==> src/rtl/uart_stream_rx.sv <==
// UART 8N1 receiver feeding a small AXI-Stream style output FIFO.
// Optional: define UART_STREAM_RX_NEWLINE_TLAST_EN to mark 8'h0A bytes with tlast.
module uart_stream_rx #(
  parameter int CLK_FREQ_HZ = 16000000,
  parameter int BAUD_RATE   = 57600,
  parameter int FIFO_DEPTH  = 4
) (
  input  logic       i_clk,
  input  logic       i_rst,
  input  logic       i_uart_rx,
  output logic [7:0] o_tdata,
  output logic       o_tlast,
  output logic       o_tvalid,
  input  logic       i_tready,
  output logic       o_overrun,
  output logic       o_frame_err
);

  localparam int DIV = CLK_FREQ_HZ / BAUD_RATE;
  localparam int CW  = $clog2(DIV);
  localparam int AW  = $clog2(FIFO_DEPTH);
`ifdef UART_STREAM_RX_NEWLINE_TLAST_EN
  localparam int EW  = 9;
`else
  localparam int EW  = 8;
`endif

  localparam logic [CW-1:0] CNT_FULL = CW'(DIV - 1);
  localparam logic [CW-1:0] CNT_HALF = CW'(DIV / 2 - 1);

  if (DIV < 8) begin : g_bad_div
    $error("uart_stream_rx: CLK_FREQ_HZ/BAUD_RATE must be at least 8");
  end
  if (FIFO_DEPTH < 2 || FIFO_DEPTH > 16 || (1 << AW) != FIFO_DEPTH) begin : g_bad_depth
    $error("uart_stream_rx: FIFO_DEPTH must be a power of two in 2..16");
  end

  typedef enum logic [2:0] {
    IDLE,
    START,
    DATA,
    STOP,
    WAIT_IDLE
  } state_t;

  // Two-flop synchronizer; idles high so reset never looks like a start bit.
  logic sync1_q, sync2_q, line;

  always_ff @(posedge i_clk) begin
    if (i_rst) begin
      sync1_q <= 1'b1;
      sync2_q <= 1'b1;
    end else begin
      // NOTE: non-blocking assignments make both flops sample the old values, giving a true two-stage chain.
      sync1_q <= i_uart_rx;
      sync2_q <= sync1_q;
    end
  end

  assign line = sync2_q;

  state_t        state_q, state_d;
  logic [CW-1:0] cnt_q, cnt_d;
  logic [2:0]    bit_q, bit_d;
  logic [7:0]    shift_q, shift_d;
  logic          push_q, push_d;
  logic          frame_err_q, frame_err_d;
  logic          tick;

  assign tick = (cnt_q == '0);

  always_comb begin
    // NOTE: every variable gets a default first so no path leaves it unassigned (no latch).
    state_d     = state_q;
    cnt_d       = cnt_q;
    bit_d       = bit_q;
    shift_d     = shift_q;
    push_d      = 1'b0;
    frame_err_d = 1'b0;
    unique case (state_q)
      IDLE: begin
        if (!line) begin
          state_d = START;
          cnt_d   = CNT_HALF;
          bit_d   = '0;
        end
      end
      START: begin
        if (tick) begin
          if (!line) begin
            state_d = DATA;
            cnt_d   = CNT_FULL;
          end else begin
            state_d = IDLE;
          end
        end else begin
          cnt_d = cnt_q - CW'(1);
        end
      end
      DATA: begin
        if (tick) begin
          shift_d = {line, shift_q[7:1]};
          cnt_d   = CNT_FULL;
          if (bit_q == 3'd7) state_d = STOP;
          else               bit_d   = bit_q + 3'd1;
        end else begin
          cnt_d = cnt_q - CW'(1);
        end
      end
      STOP: begin
        if (tick) begin
          if (line) begin
            push_d  = 1'b1;
            state_d = IDLE;
          end else begin
            frame_err_d = 1'b1;
            state_d     = WAIT_IDLE;
          end
        end else begin
          cnt_d = cnt_q - CW'(1);
        end
      end
      WAIT_IDLE: begin
        if (line) state_d = IDLE;
      end
      default: state_d = IDLE;
    endcase
  end

  always_ff @(posedge i_clk) begin
    if (i_rst) begin
      state_q     <= IDLE;
      cnt_q       <= '0;
      bit_q       <= '0;
      shift_q     <= '0;
      push_q      <= 1'b0;
      frame_err_q <= 1'b0;
    end else begin
      state_q     <= state_d;
      cnt_q       <= cnt_d;
      bit_q       <= bit_d;
      shift_q     <= shift_d;
      push_q      <= push_d;
      frame_err_q <= frame_err_d;
    end
  end

  assign o_frame_err = frame_err_q;

  // Output FIFO: extra pointer bit separates full from empty.
  logic [EW-1:0] mem [FIFO_DEPTH];
  logic [AW:0]   wr_ptr_q, rd_ptr_q;
  logic [EW-1:0] wr_entry, rd_entry;
  logic          empty, full, pop, wr_en;

  assign empty = (wr_ptr_q == rd_ptr_q);
  assign full  = (wr_ptr_q[AW] != rd_ptr_q[AW]) && (wr_ptr_q[AW-1:0] == rd_ptr_q[AW-1:0]);
  assign pop   = !empty && i_tready;
  assign wr_en = push_q && (!full || pop);

`ifdef UART_STREAM_RX_NEWLINE_TLAST_EN
  assign wr_entry = {(shift_q == 8'h0A), shift_q};
`else
  assign wr_entry = shift_q;
`endif

  always_ff @(posedge i_clk) begin
    // NOTE: storage is not reset; the pointers alone define which entries are valid.
    if (wr_en) mem[wr_ptr_q[AW-1:0]] <= wr_entry;
  end

  always_ff @(posedge i_clk) begin
    if (i_rst) begin
      wr_ptr_q  <= '0;
      rd_ptr_q  <= '0;
      o_overrun <= 1'b0;
    end else begin
      if (wr_en) wr_ptr_q <= wr_ptr_q + (AW+1)'(1);
      if (pop)   rd_ptr_q <= rd_ptr_q + (AW+1)'(1);
      if (push_q && full && !pop) o_overrun <= 1'b1;
    end
  end

  // Outputs are forced to zero while empty so reset state is defined without clearing storage.
  assign rd_entry = mem[rd_ptr_q[AW-1:0]];
  assign o_tvalid = !empty;
  assign o_tdata  = empty ? 8'h00 : rd_entry[7:0];
`ifdef UART_STREAM_RX_NEWLINE_TLAST_EN
  assign o_tlast  = !empty && rd_entry[8];
`else
  assign o_tlast  = 1'b0;
`endif

endmodule
==> config.mk <==
export PLATFORM = sky130hd
export DESIGN_NAME = uart_stream_rx
export DESIGN_NICKNAME = d
export VERILOG_FILES = /design/src/rtl/uart_stream_rx.sv
export SDC_FILE = /design/constraint.sdc
export NUM_CORES = 1
export LEC_CHECK = 0
export CORE_MARGIN = 2
export CORE_UTILIZATION = 45
export CTS_CLUSTER_SIZE = 25
export DETAILED_ROUTE_END_ITERATION = 8
export PLACE_DENSITY = 0.63
export SYNTH_ARGS = -nofsm -noshare
export SYNTH_HDL_FRONTEND = slang
export SYNTH_SLANG_ARGS = --single-unit
==> constraint.sdc <==
create_clock -name i_clk -period 4.6 [get_ports i_clk]
set_clock_uncertainty 0.05 [all_clocks]
set_input_delay 0.92 -clock i_clk [delete_from_list [all_inputs] [get_ports i_clk]]
set_output_delay 0.92 -clock i_clk [all_outputs]
set_load 0.01 [all_outputs]
==> results of run 1 <==
[placed cells by master, fill, tap and decap left out, types with 5 or more instances in the layout]
cell type / netlist / final
nor2_1: 31 / 31
nor3_1: 8 / 8
nand3_1: 5 / 5
edfxtp_1: 32 / 32
a21oi_1: 10 / 10
clkdlybuf4s50_1: 0 / 14
o21ai_0: 8 / 8
xnor2_1: 5 / 5
and2_1: 9 / 9
clkbuf_8: 0 / 9
or2_2: 5 / 5
mux4_2: 8 / 8
ha_1: 8 / 8
mux2i_1: 11 / 11
nand2_1: 8 / 8
dfxtp_1: 36 / 36
inv_1: 11 / 11
[report_power, final]
| part | switching, uW | leakage (uW) | internal [uW] |
|---|---|---|---|
| clock network | 243 | 0.000130 | 419 |
| logic | 40.8 | 0.000585 | 25.5 |
| registers | 6.12 | 0.000587 | 631 |
[critical path, stage by stage (launching register included)]
cell	delay [ns]
dfxtp_1	0.67
mux4_2	0.59
and2_1	0.17
clkdlybuf4s50_1	0.47
[Yosys cell counts, drive strengths merged, types with 3 or more instances]
master / n
dfxtp: 36
edfxtp: 32
nor2: 32
a21oi: 12
inv: 11
mux2i: 11
and2: 9
nor3: 9
o21ai: 9
clkbuf: 8
ha: 8
mux4: 8
nand2: 8
buf: 5
nand3: 5
or2: 5
xnor2: 5
a211oi: 4
xor2: 4
a31oi: 3
[layout make-up]
type / instances / area (sq um)
inverters: 11 / 41.29
multi-input cells: 162 / 1245
well taps: 77 / 96.34
repair buffers: 15 / 147.6
flip-flops and latches: 68 / 1682
clock buffers: 9 / 123.9
fillers: 546 / 2942
clock inverters: 7 / 145.1
[stage by stage]
step	total power (uW)	utilization
after detailed placement	716.9	0.5001
after global routing	1409	0.5420
after floorplan	704.0	-
final	1365	0.5420
after global placement	717.1	0.5001
after CTS	1372	0.5420
[path summary, 6_finish.rpt]
check / endpoint / slack, ns / cells after the start
worst max-delay path: o_tdata[6] / 1.39 / 3
worst min-delay path: line / 0.36 / 1
worst max register to register: bit_q[0] / 2.17 / 7
worst min register to register: line / 0.36 / 1
[kinds of logic after synthesis]
| kind of cell | Yosys count |
|---|---|
| adder cells (fa/ha/maj) | 8 |
| AO/OA/AOI/OAI | 40 |
| XOR/XNOR | 9 |
| AND/OR/NAND/NOR | 83 |
| buffers and inverters | 24 |
| multiplexers | 21 |
| other | 1 |
| flip-flops | 68 |
[sequential cells by signal, indices dropped and copies added, names as in the netlist, named ones only]
register	cells
mem	32
push_q	1
bit_q	3
o_overrun	1
cnt_q	9
shift_q	8
rd_ptr_q	3
line	1
o_frame_err	1
state_q	3
wr_ptr_q	3
sync1_q	1
[per-layer routing]
metal | global-route usage | wire [um]
met5 | 0 | 0
met4 | 0.06782 | 93
met3 | 0.04620 | 192
met2 | 0.2495 | 2533
met1 | 0.2060 | 2516
==> results by group, run 1 <==
Outcome
  – Status: finished, final reports clean

Routing
  – Vias: 1,924
  – Initial DRC Count: 66
  – Residual DRC: 0
  – Via density: 5.513
  – Post-Route WL: 5336 um
  – Final ANT Viol Nets: 0
  – Detailed Routing Iterations Pass 1: 4
  – DR WL/cell: 15.29 um

Clock tree
  – Count of cells resized by post-cts repair: 0
  – Max Buffers Root-to-Sink: 2
  – Num CTS Buffers: 9
  – CTS tree: done
  – Hold-fix buffers, CTS: 0
  – Root buffer cell: clkbuf_8
  – Clock sinks: 68
  – CTS clock-pin slew for the worst setup and hold paths: 0.08 ns
  – Clock Latency Late Sink: 0.34 ns
  – Post-CTS Setup Bufs: 0
  – CTS H-tree lvls: 3

Yosys
  – Mux share of post-synthesis cell area: 0.1043
  – Syn Inst Count: 254
  – Mapped cell area: 3034 sq um
  – Synthesis-stage register bit count: 68
  – Unique cell type count in the Yosys netlist: 52
  – Ys async rst share: 0
  – Synth Area per Inst: 11.95 sq um
  – Synthesis Warnings: 0
  – Post-Synth Adder-Cell Area: 0.03299
  – Post-synthesis xor/xnor area fraction: 0.02598
  – Post-synth EDFFs: 32
  – Main combinational cell family by area after synthesis: simple AND/OR/NAND/NOR gates
  – Post-synth top area cell: edfxtp_1
  – Simple logic cell fraction of the synthesized area: 0.1423
  – Synth Flop Type: dfxtp_1
  – Mapped Nets: 266
  – Post-synthesis compound-gate area fraction: 0.1035
  – Synth top area share: 0.3167
  – Sequential fraction of the synthesis area: 0.5542
  – Top cells by area, synth: edfxtp_1 32%, dfxtp_1 24%, mux4_2 5.9%, nor2_1 3.8%, mux2i_1 3.6%

Placed design
  – Pre-CTS setup slack: 1.738 ns
  – Placed insts: 333
  – Area after DPL: 3212 sq um
  – Port bufs: 14
  – GPL Wtd Cong: 0.8623
  – Hpwl dp: 3416 um

Floorplan
  – Die Footprint: 7416 sq um
  – Core Region: 6422 sq um
  – Die H: 86.12 um
  – Die Span X: 86.12 um
  – IO Pins: 16
  – Initial Util: 0.4724
  – Cell Rows: 29

Global route
  – Vias in the first global route: 1,873
  – First-pass GRT wire length: 8901 um
  – Initial antenna violation count: 0
  – Grt ovf: 0
  – Largest net degree at the start of global routing: 32
  – Global Route Usage Sum: 0.1592

STA
  – Final Hold Fails: 0
  – Final setup fails: 0
  – Peak Freq: 311.9 MHz
  – Setup WS post-layout: 1.394 ns
  – Min Tclk post-route: 3.206 ns
  – Max transition margin: 0.4655
  – Fin crit share: 0.6970
  – WHS: 0.3615 ns
  – RSZ-0062 raised after global routing: false
  – Slew @ Worst Pin: 0.7988 ns
  – Setup_tns: 0 ns
  – Final slew viol count: 0

Worst hold path
  – HP Class: register to register
  – HP Start: sync1_q

Finish
  – P&R area growth vs syn: 14.72%
  – Design Area, Final: 3481 sq um
  – Fin cells: 349
  – Layout cells sized above 1: 0.1544
  – Final antenna diode count: 0
  – Nets: 279

Setup path
  – Worst Path Required: 3.63 ns
  – Worst-path fanout max: 8
  – Critical path class: register to output port
  – RR Startpoint: cnt_q[0]
  – Crit path DAT: 2.24 ns
  – Setup crit end kind: output port
  – CP Launch Type: register

Pwr
  – Power Density: 392.1 nW/um^2
  – Leak pwr: 0.001303 uW
  – Peak supply drop: 172.5 uV

Job
  – Max cap viols: 0
Power figures use the tool's default switching activity.
==> run 2: changes to the inputs <==
==> constraint.sdc (replaced) <==
create_clock -name i_clk -period 3.2 [get_ports i_clk]
set_clock_uncertainty 0.05 [all_clocks]
set_input_delay 0.64 -clock i_clk [delete_from_list [all_inputs] [get_ports i_clk]]
set_output_delay 0.64 -clock i_clk [all_outputs]
set_load 0.01 [all_outputs]
==> run 2 against run 1 <==
Cell count rose by 1.7%. Via count rose by 0.47%. Utilization fell by 0.25 points. Register-to-register slack got worse by 1.3 ns. Clock-buffer cell count did not move. Setup slack got worse by 1.1 ns. Hold slack improved by 0.0011 ns. Non-clock buffer count rose by 6. Clock power rose by 11%. Highest routed layer unchanged.
==> results by group, run 2 (synthesis gave the netlist of run 1 again) <==
Clock tree
  – Clock sinks: 68
  – Max Buffers Root-to-Sink: 2
  – CTS H-tree lvls: 3
  – Root buffer cell: clkbuf_8
  – Num CTS Buffers: 9
  – Post-CTS Setup Bufs: 0
  – Clock Latency Late Sink: 0.35 ns
  – Count of cells resized by post-cts repair: 0
  – CTS clock-pin slew for the worst setup and hold paths: 0.08 ns
  – Hold-fix buffers, CTS: 0
  – CTS tree: done

Finish
  – Nets: 285
  – Layout cells sized above 1: 0.1727
  – Most frequent cells in the layout: 36 x dfxtp_1, 32 x edfxtp_1, 31 x nor2_1
  – P&R area growth vs syn: 14.19%
  – Design Area, Final: 3465 sq um
  – Max FFs per register: 32
  – Final antenna diode count: 0
  – Commonest non-fill, non-tap cell in the layout: dfxtp_1

STA
  – Slew @ Worst Pin: 0.7076 ns
  – Setup WS post-layout: 0.2656 ns
  – Peak Freq: 340.8 MHz
  – Min Tclk post-route: 2.934 ns
  – Max transition margin: 0.5265
  – Final slew viol count: 0
  – WHS: 0.3626 ns
  – Fin crit share: 0.9170
  – Final Hold Fails: 0
  – Final setup fails: 0
  – Setup_tns: 0 ns
  – RSZ-0062 raised after global routing: false

Pwr
  – Clock power frac: 0.420
  – Peak supply drop: 218.9 uV
  – Combinational share of power: 0.055
  – Sw Pwr: 425.6 uW
  – Leak pwr: 0.001306 uW
  – Switching Share: 0.2442
  – Power Density: 503.1 nW/um^2
  – Flop pwr share: 0.526
  – P_int: 1317 uW
  – Power Total: 1743 uW

Global route
  – Vias in the first global route: 1,795
  – First-pass GRT wire length: 8597 um
  – Largest net degree at the start of global routing: 17
  – Initial antenna violation count: 0
  – Global Route Usage Sum: 0.1529
  – Grt ovf: 0

Setup path
  – Setup crit end kind: output port
  – Crit path DAT: 2.24 ns
  – Worst-path fanout max: 8
  – Critical path class: register to output port
  – Worst Path Required: 2.51 ns
  – CP Launch Type: register

Floorplan
  – Die H: 86.12 um
  – Die Span X: 86.12 um
  – Cell Rows: 29
  – Initial Util: 0.4724
  – Die Footprint: 7416 sq um
  – IO Pins: 16
  – Core Region: 6422 sq um

Routing
  – Initial DRC Count: 59
  – Via density: 5.445
  – Residual DRC: 0
  – Detailed Routing Iterations Pass 1: 4
  – Final ANT Viol Nets: 0
  – DR WL/cell: 14.69 um
  – Post-Route WL: 5214 um
  – Vias: 1,933

Placed design
  – Hpwl dp: 3554 um
  – Port bufs: 14
  – Pre-CTS setup slack: 0.5882 ns
  – GPL Wtd Cong: 0.8228
  – Area after DPL: 3257 sq um

Job
  – Max cap viols: 0

Outcome
  – Status: finished, final reports clean

Worst hold path
  – HP Class: register to register
==> run 2: final cells by class <==
type / count / area, sq um
Sequential cell: 68 / 1682
Clock inverter: 7 / 83.83
Inverter: 11 / 41.29
Clock buffer: 9 / 123.9
Tap cell: 77 / 96.34
Multi-Input combinational cell: 162 / 1245
Fill cell: 542 / 2958
Timing Repair Buffer: 21 / 192.7
==> run 2: per-stage QoR <==
stage | util | cells
2_1_floorplan | - | 254
3_3_place_gp | 0.5071 | 339
3_5_place_dp | 0.5071 | 339
4_1_cts | 0.5395 | 355
5_1_grt | 0.5395 | 355
6_report | 0.5395 | 355
==> run 2: power groups by stage <==
stage          combinational, uW  sequential [uW]  clock (uW)
2_1_floorplan               80.5              931           0
3_3_place_gp                95.6              936           0
3_5_place_dp                94.9              936           0
4_1_cts                     95.1              916         745
5_1_grt                      107              917         782
6_report                    95.5              916         731
==> run 2: layer usage <==
| metal | global-route usage | share of wire |
|---|---|---|
| met1 | 0.1998 | 0.48 |
| met2 | 0.2368 | 0.46 |
| met3 | 0.03176 | 0.031 |
| met4 | 0.08514 | 0.024 |
| met5 | 0 | 0 |
==> run 2: path summary, 6_finish.rpt <==
path	from	to	slack, ns	cells past startpoint
worst max-delay path	register	o_tdata[5]	0.27	3
worst min-delay path	sync1_q	line	0.36	1
worst max register to register	cnt_q[0]	cnt_q[0]	0.90	7
worst min register to register	sync1_q	line	0.36	1
==> run 2: critical path: stages (launching register included) <==
cell	delay, ns
dfxtp_1	0.66
mux4_2	0.56
and2_1	0.18
clkdlybuf4s50_1	0.49
==> run 3: changes to the inputs <==
--- a/config.mk
+++ b/config.mk
@@ -5,8 +5,10 @@
 export SDC_FILE = /design/constraint.sdc
 export NUM_CORES = 1
 export LEC_CHECK = 0
+export CORE_ASPECT_RATIO = 0.9
 export CORE_MARGIN = 2
 export CORE_UTILIZATION = 45
+export CTS_CLUSTER_DIAMETER = 120
 export CTS_CLUSTER_SIZE = 25
 export DETAILED_ROUTE_END_ITERATION = 8
 export PLACE_DENSITY = 0.63
==> run 3 against run 2 <==
Setup slack better by 0.051 ns. Largest cell class unchanged. Critical endpoint is now o_tdata[4]. Cell count up 3.4%. Combinational power about the same. Largest power group unchanged. Sequential power about the same. Sequential share of layout area down 0.33 points. Fmax up 1.8%.
==> results by group, run 3 (synthesis gave the netlist of run 1 again) <==
Routing
  – Via density: 5.210
  – Detailed Routing Iterations Pass 1: 4
  – DR WL/cell: 14.27 um
  – Post-Route WL: 5237 um
  – Vias: 1,912
  – Initial DRC Count: 113
  – Final ANT Viol Nets: 0
  – Residual DRC: 0

STA
  – Slew @ Worst Pin: 0.7805 ns
  – Max transition margin: 0.4780
  – RSZ-0062 raised after global routing: false
  – Final setup fails: 0
  – Min Tclk post-route: 2.883 ns
  – WHS: 0.3620 ns
  – Fin crit share: 0.9010
  – Setup_tns: 0 ns
  – Final Hold Fails: 0
  – Peak Freq: 346.8 MHz
  – Final slew viol count: 0

Finish
  – Fin cells: 367
  – Layout cells sized above 1: 0.1697
  – P&R area growth vs syn: 14.97%
  – Sequential Area: 1682 sq um
  – Most frequent cells in the layout: 36 x dfxtp_1, 32 x edfxtp_1, 31 x nor2_1
  – Max FFs per register: 32
  – Multi-input logic area: 1245 sq um
  – Commonest non-fill, non-tap cell in the layout: dfxtp_1
  – Final antenna diode count: 0
  – Nets: 284
  – Fill cells: 569
  – Fin util: 0.5325

Clock tree
  – CTS clock-pin slew for the worst setup and hold paths: 0.07 ns
  – Root buffer cell: clkbuf_8
  – Clock Latency Late Sink: 0.34 ns
  – Post-CTS Setup Bufs: 0
  – Num CTS Buffers: 9
  – Max Buffers Root-to-Sink: 2
  – CTS tree: done
  – Hold-fix buffers, CTS: 0
  – CTS H-tree lvls: 3
  – Clock sinks: 68
  – Count of cells resized by post-cts repair: 0

Setup path
  – Critical path class: register to output port
  – CP Launch Type: register
  – Worst-path fanout max: 8
  – Worst Path Required: 2.51 ns
  – Worst R2R Path Depth: 7
  – Setup crit end kind: output port
  – Crit path DAT: 2.19 ns

Floorplan
  – Die Span X: 90.56 um
  – IO Pins: 16
  – Die Footprint: 7416 sq um
  – Die H: 81.90 um
  – Cell Rows: 28
  – Core Region: 6551 sq um
  – Initial Util: 0.4631

Pwr
  – Flop pwr share: 0.514
  – Clock power frac: 0.432
  – Leak pwr: 0.001308 uW
  – Sw Pwr: 395.7 uW
  – Peak supply drop: 297.0 uV
  – Combinational share of power: 0.054
  – Switching Share: 0.2220
  – Power Density: 510.8 nW/um^2
  – P_int: 1386 uW

Placed design
  – Hpwl dp: 3534 um
  – Port bufs: 14
  – Placed insts: 351
  – GPL Wtd Cong: 0.8498

Global route
  – Grt ovf: 0
  – Largest net degree at the start of global routing: 21
  – Vias in the first global route: 1,878
  – Initial antenna violation count: 0
  – First-pass GRT wire length: 8997 um
  – Global Route Usage Sum: 0.1573

Outcome
  – Status: finished, final reports clean

Worst hold path
  – HP Class: register to register
  – Hold Path Depth: 1

Job
  – Max cap viols: 0
[run 3: stage by stage]
stage	cell area, sq um	total power, uW	setup slack, ns
after floorplan	3034	1012	1.062
after global placement	3266	1031	0.6613
after detailed placement	3266	1030	0.6464
after CTS	3488	1806	0.2690
after global routing	3488	1861	0.1664
final	3488	1782	0.3167
[run 3: power groups by stage]
stage / clock network [uW] / logic, uW / registers [uW]
6_report: 770 / 95.7 / 916
5_1_grt: 839 / 105 / 916
4_1_cts: 795 / 95.6 / 915
3_5_place_dp: 0 / 95.0 / 935
3_3_place_gp: 0 / 95.3 / 936
2_1_floorplan: 0 / 80.5 / 931
[run 3: path summary, 6_finish.rpt]
path | from | endpoint | slack (ns)
worst max-delay path | register | o_tdata[4] | 0.32
worst min-delay path | sync1_q | line | 0.36
worst max register to register | cnt_q[0] | cnt_q[0] | 0.88
worst min register to register | sync1_q | line | 0.36
[run 3: cell type report]
type / instances / area share
sequential: 68 / 0.4821
multi-input combinational: 162 / 0.3569
timing repair buffer: 20 / 0.05308
clock buffer: 9 / 0.03551
tap: 90 / 0.03228
clock inverter: 7 / 0.02834
inverter: 11 / 0.01184
[run 3: worst max-delay path, stage by stage (launching register included)]
cell and delay, ns:
dfxtp_1 0.65, mux4_2 0.56, and2_1 0.16, clkdlybuf4s50_1 0.48
[run 3: metal layers]
metal,global-route usage,up-vias,wire (um)
met5,0,-,0
met4,0.05077,0,61
met3,0.05229,4,259
met2,0.2642,42,2485
met1,0.1943,903,2431
li1,-,963,-
